--- src/rtl/register_dump_tx.sv ---
// register_dump_tx: debug read-out sequencer for the register file.
// Walks addresses 0..NREG-1 through a registered read port and streams each
// 32-bit word MSB-first as bytes over a valid/ready interface, optionally
// preceded by a single header byte. All outputs are registered.
module register_dump_tx #(
    parameter int         NREG        = 32,
    parameter logic [7:0] HEADER      = 8'hA5,
    parameter bit         SEND_HEADER = 1'b1
) (
    input  logic        clk,
    input  logic        inicio,
    input  logic        start,
    output logic [4:0]  rf_addr,
    input  logic [31:0] rf_data,
    output logic [7:0]  tx_data,
    output logic        tx_valid,
    input  logic        tx_ready,
    output logic        busy,
    output logic        done
);

    typedef enum logic [2:0] {
        IDLE = 3'd0,
        HDR  = 3'd1,
        REQ  = 3'd2,
        CAP  = 3'd3,
        SEND = 3'd4,
        DONE = 3'd5
    } state_t;

    localparam logic [4:0] LAST_IDX = 5'(NREG - 1);

    state_t      state, state_next;
    logic [4:0]  index, index_next;
    logic [1:0]  count, count_next;
    logic [31:0] shift, shift_next;
    logic [4:0]  rf_addr_next;
    logic [7:0]  tx_data_next;
    logic        tx_valid_next;
    logic        busy_next;
    logic        done_next;

    // Next-state logic plus the next value of every registered output, so the
    // outputs change on the same edge the state does.
    always_comb begin
        state_next = state;
        index_next = index;
        count_next = count;
        shift_next = shift;

        case (state)
            IDLE: begin
                if (start) begin
                    index_next = 5'd0;
                    state_next = SEND_HEADER ? HDR : REQ;
                end
            end
            HDR: begin
                if (tx_ready) begin
                    state_next = REQ;
                end
            end
            REQ: begin
                state_next = CAP;
            end
            CAP: begin
                // The read port delivers the word addressed in REQ by this edge.
                shift_next = rf_data;
                count_next = 2'd0;
                state_next = SEND;
            end
            SEND: begin
                if (tx_ready) begin
                    shift_next = {shift[23:0], 8'h00};
                    count_next = 2'(count + 2'd1);
                    if (count == 2'd3) begin
                        if (index == LAST_IDX) begin
                            state_next = DONE;
                        end else begin
                            index_next = 5'(index + 5'd1);
                            state_next = REQ;
                        end
                    end
                end
            end
            DONE: begin
                state_next = IDLE;
            end
            default: begin
                state_next = IDLE;
            end
        endcase

        // rf_addr only moves when entering REQ; it holds everywhere else.
        rf_addr_next = (state_next == REQ) ? index_next : rf_addr;

        // tx_data only changes when a new byte is presented; while stalled the
        // shift register holds, so the same byte is re-presented.
        case (state_next)
            HDR:     tx_data_next = HEADER;
            SEND:    tx_data_next = shift_next[31:24];
            default: tx_data_next = tx_data;
        endcase

        tx_valid_next = (state_next == HDR) || (state_next == SEND);
        busy_next     = (state_next != IDLE);
        done_next     = (state_next == DONE);
    end

    // Control state and registered outputs, cleared immediately on inicio.
    always_ff @(posedge clk or posedge inicio) begin
        if (inicio) begin
            state    <= IDLE;
            index    <= 5'd0;
            count    <= 2'd0;
            rf_addr  <= 5'd0;
            tx_data  <= 8'h00;
            tx_valid <= 1'b0;
            busy     <= 1'b0;
            done     <= 1'b0;
        end else begin
            state    <= state_next;
            index    <= index_next;
            count    <= count_next;
            rf_addr  <= rf_addr_next;
            tx_data  <= tx_data_next;
            tx_valid <= tx_valid_next;
            busy     <= busy_next;
            done     <= done_next;
        end
    end

    // Word shift register: pure data, always reloaded in CAP before use.
    always_ff @(posedge clk) begin
        shift <= shift_next;
    end

endmodule

--- config.mk ---
export PLATFORM = sky130hd
export DESIGN_NAME = register_dump_tx
export DESIGN_NICKNAME = d
export VERILOG_FILES = /design/src/rtl/register_dump_tx.sv
export SDC_FILE = /design/constraint.sdc
export NUM_CORES = 1
export LEC_CHECK = 0
export CORE_MARGIN = 8
export CORE_UTILIZATION = 51
export DETAILED_ROUTE_END_ITERATION = 16
export PLACE_DENSITY = 0.79
export SYNTH_ARGS = -nofsm -noshare
export SYNTH_HDL_FRONTEND = slang
export SYNTH_SLANG_ARGS = --single-unit
--- constraint.sdc ---
create_clock -name clk -period 2.3 [get_ports clk]
set_input_delay 0.23 -clock clk [delete_from_list [all_inputs] [get_ports clk]]
set_output_delay 0.23 -clock clk [all_outputs]
set_load 0.02 [all_outputs]
==> impl_metrics.tcl <==
set metrics [dict create \
    globalRouteTotalUtil 0.143 \
    vias 1787 \
    post_synth_mux_area_share 0.0230 \
    irDropWorstVdd_v 0.000478 \
    synth_area_per_cell_um2 12.2 \
    synthArstFlopShare 0.448 \
    initial_core_utilization 0.534 \
    yosys.area_share.simple 0.157 \
    cts_inserted_buffers 9 \
    maxCapViolations 0 \
    tritoncts_clock_tree "yes" \
    clockRootBuffer "sky130_fd_sc_hd__clkbuf_8" \
    max-slew-margin-rel 0.485 \
    rsz0062_at_grt "false" \
    port-buffer-count 51 \
    remaining_drc_errors 0 \
    clkLatencyLatePin_ns 0.33 \
    initial_antenna_violation_count 0 \
    core_mm2 0.00479 \
    final_report_max_slew_violation_count 0 \
    synth_nets 248 \
    timing.setup.critical_path_class "flip-flop to flip-flop" \
    post_route_cells_drive_above_1_share 0.111 \
    synth_largest_type_area_fraction 0.282 \
    detailedPlacementHpwl_um 3650 \
    clk_path_buf_depth 2 \
    grt_overflow 0 \
    power_density_mw_per_mm2 1090 \
    top_post_synthesis_cells_by_area "sky130_fd_sc_hd__edfxtp_1, sky130_fd_sc_hd__dfrtp_1, sky130_fd_sc_hd__dfxtp_1" \
    post-route-util 0.691 \
    floorplan.die.width_um 86.8 \
    antenna-diode-count 0 \
    synth-compound-area-share 0.163 \
    fillers 368 \
    synth_largest_area_cell "sky130_fd_sc_hd__edfxtp_1" \
    worst-slew-pin-transition_ns 0.766 \
    clock.fmax_mhz 519 \
    ys_types 49 \
    drtAntennaViolNets 0 \
    highest_layer_used_for_signal_routing "met4" \
    synth_adder_area_share 0.00980 \
    regToRegSetupSlack_ns 0.37 \
    timing.rr.end "tx_data[4]$_DFFE_PP0P_" \
    place_congestion 0.870 \
    die_height_um 86.8 \
    ff2ff_path_depth 5 \
    viasPerCell 5.30 \
    synth_xor_xnor_area_share 0 \
    worstPathArrival_ns 2.11 \
    drt_pass1_iterations 4 \
    fp.dieArea_mm2 0.00753 \
    area_growth_pct 29.5 \
    setup_viol 0 \
    postCtsSetupBuffers 0 \
    cts.hold.buffers_added 0 \
    critical_path.startpoint "state[0]$_DFF_PP0_" \
    skew_ns 0.00779 \
    synth_edf_count 24 \
    crit_required_ns 2.48 \
    path_clk_slew_ns 0.07 \
    wirelength_um 4980 \
    combinational_family_with_the_most_area_after_synthesis "compound AO/OA/AOI/OAI gates" \
    final_net_count 303 \
    setup.worst_path.end_class "flip-flop" \
    cellLeakagePower_nw 1.37 \
    finalCritPeriodShare 0.838 \
    yosys_register_bits 58 \
    yosysWarnings 0 \
    worstHoldPathType "primary input to async pin" \
    via_count_of_the_first_global_routing_pass 1780 \
    final_hold_viol_count 0 \
    clock-sinks 58 \
    core.rowCount 25 \
    drt_iter0_markers 92 \
    synthesis.instances 210 \
    global_route_wire_length_before_repair_um 8280 \
    routedLengthMet1_um 2300 \
    post-place-cells 321 \
    finalWorstPathRequiredPeriod_ns 1.93 \
    worst_r2r_startpoint "state[0]$_DFF_PP0_" \
    synth.cell_area_mm2 0.00255 \
    wire_per_inst_um 14.8 \
    routed-wl-met2_um 2260 \
    totalNegativeSetupSlack_ns 0 \
    crit_path_max_fo 27 \
    cts_resized 0 \
    seq_area_frac_synth 0.600 \
    maximum_number_of_pins_on_one_net_before_global_route_repair 28 \
    cts-htree-levels 3 \
    critPathLaunchType "flip-flop" \
    final-instance-count-excl-fill 337 \
    status "completed" \
    met3_wirelength_um 390 \
    pin_count 52 \
    synth_ff_type "sky130_fd_sc_hd__dfrtp_1" \
]
critical path, cell delays in order (launching register included):
cell and delay [ns]:
sky130_fd_sc_hd__dfrtp_1 0.55, sky130_fd_sc_hd__and4bb_1 0.38, sky130_fd_sc_hd__buf_4 0.29, sky130_fd_sc_hd__nor2_4 0.09, sky130_fd_sc_hd__a221oi_1 0.34, sky130_fd_sc_hd__a211oi_1 0.12
cell families (layout without fill, tap and decap cells):
group | after synthesis | in the layout
buffers and inverters | 23 | 83
multiplexers | 5 | 5
adder cells (fa/ha/maj) | 2 | 2
flip-flops | 58 | 58
AND/OR/NAND/NOR | 68 | 68
AO/OA/AOI/OAI | 54 | 54
area by class of cell:
class	count	area, µm²	area share
flip-flops and latches	58	1530	0.463
clock inverters	6	57.6	0.0174
repair buffers	57	568	0.172
well taps	67	83.8	0.0253
multi-input cells	129	901	0.272
clock buffers	10	128	0.0386
inverters	10	37.5	0.0114
layout by cell type (no fill, tap or decap), types with 2 or more instances in the layout:
cell type and instances:
sky130_fd_sc_hd__clkdlybuf4s50_1 51, sky130_fd_sc_hd__dfrtp_1 26, sky130_fd_sc_hd__edfxtp_1 24, sky130_fd_sc_hd__a22o_1 16, sky130_fd_sc_hd__nor2_1 14, sky130_fd_sc_hd__and2_1 12, sky130_fd_sc_hd__inv_1 10, sky130_fd_sc_hd__nand2_1 10
sky130_fd_sc_hd__clkbuf_8 9, sky130_fd_sc_hd__dfxtp_1 8, sky130_fd_sc_hd__and3_1 6, sky130_fd_sc_hd__nand3_1 6, sky130_fd_sc_hd__o21ai_0 5, sky130_fd_sc_hd__a31oi_1 5, sky130_fd_sc_hd__buf_4 5, sky130_fd_sc_hd__a221oi_1 4
sky130_fd_sc_hd__a211oi_1 4, sky130_fd_sc_hd__a22oi_1 4, sky130_fd_sc_hd__o21bai_1 4, sky130_fd_sc_hd__clkinv_2 4, sky130_fd_sc_hd__mux2_2 3, sky130_fd_sc_hd__nor3_1 2, sky130_fd_sc_hd__nand4_1 2, sky130_fd_sc_hd__nand3b_1 2
sky130_fd_sc_hd__o211ai_1 2, sky130_fd_sc_hd__or3_1 2, sky130_fd_sc_hd__a21oi_1 2, sky130_fd_sc_hd__a21o_1 2, sky130_fd_sc_hd__ha_1 2
metal layers:
layer | global-route usage | vias up
li1 | - | 893
met1 | 0.180 | 827
met2 | 0.206 | 61
met3 | 0.0737 | 6
met4 | 0.0423 | 0
met5 | 0 | -
synth_stat cells, types with 5 or more instances:
cell and number:
sky130_fd_sc_hd__edfxtp_1 24, sky130_fd_sc_hd__a22o_1 16, sky130_fd_sc_hd__o21ai_0 5, sky130_fd_sc_hd__buf_2 7, sky130_fd_sc_hd__dfrtp_1 26, sky130_fd_sc_hd__and3_1 6, sky130_fd_sc_hd__dfxtp_1 8, sky130_fd_sc_hd__inv_1 10
sky130_fd_sc_hd__nand2_1 10, sky130_fd_sc_hd__nor2_1 14, sky130_fd_sc_hd__nand3_1 6, sky130_fd_sc_hd__a31oi_1 5, sky130_fd_sc_hd__and2_1 12
registers in the layout, indices dropped and copies added, names as in the netlist:
name,count
busy,1
count,2
done,1
index,5
rf_addr,5
shift,32
state,3
tx_data,8
tx_valid,1
report_power, final:
| group | internal, mW | switching, mW | total (mW) |
|---|---|---|---|
| registers | 1.42 | 0.172 | 1.59 |
| logic | 0.558 | 0.594 | 1.15 |
| clock network | 0.492 | 0.385 | 0.877 |
per-stage QoR:
stage	hold slack [ns]	cell area [µm²]	total power [mW]	worst slack, ns
after floorplan	0.270	2550	2.43	0.577
after global placement	0.443	3120	2.73	0.388
after detailed placement	0.450	3120	2.77	0.334
after CTS	0.260	3310	3.65	0.354
after global routing	0.279	3310	3.85	0.170
final	0.257	3310	3.62	0.373
worst max path at each step:
| stage | endpoint | cells after the start | slack [ns] |
|---|---|---|---|
| floorplan | shift[0]$_DFFE_PP_ | 4 | 0.58 |
| global placement | tx_data[3]$_DFFE_PP0P_ | 6 | 0.39 |
| detailed placement | tx_data[6]$_DFFE_PP0P_ | 6 | 0.33 |
| CTS | tx_data[6]$_DFFE_PP0P_ | 5 | 0.35 |
| global route | tx_data[4]$_DFFE_PP0P_ | 5 | 0.17 |
| finish | tx_data[4]$_DFFE_PP0P_ | 5 | 0.37 |
Power figures use the tool's default switching activity.
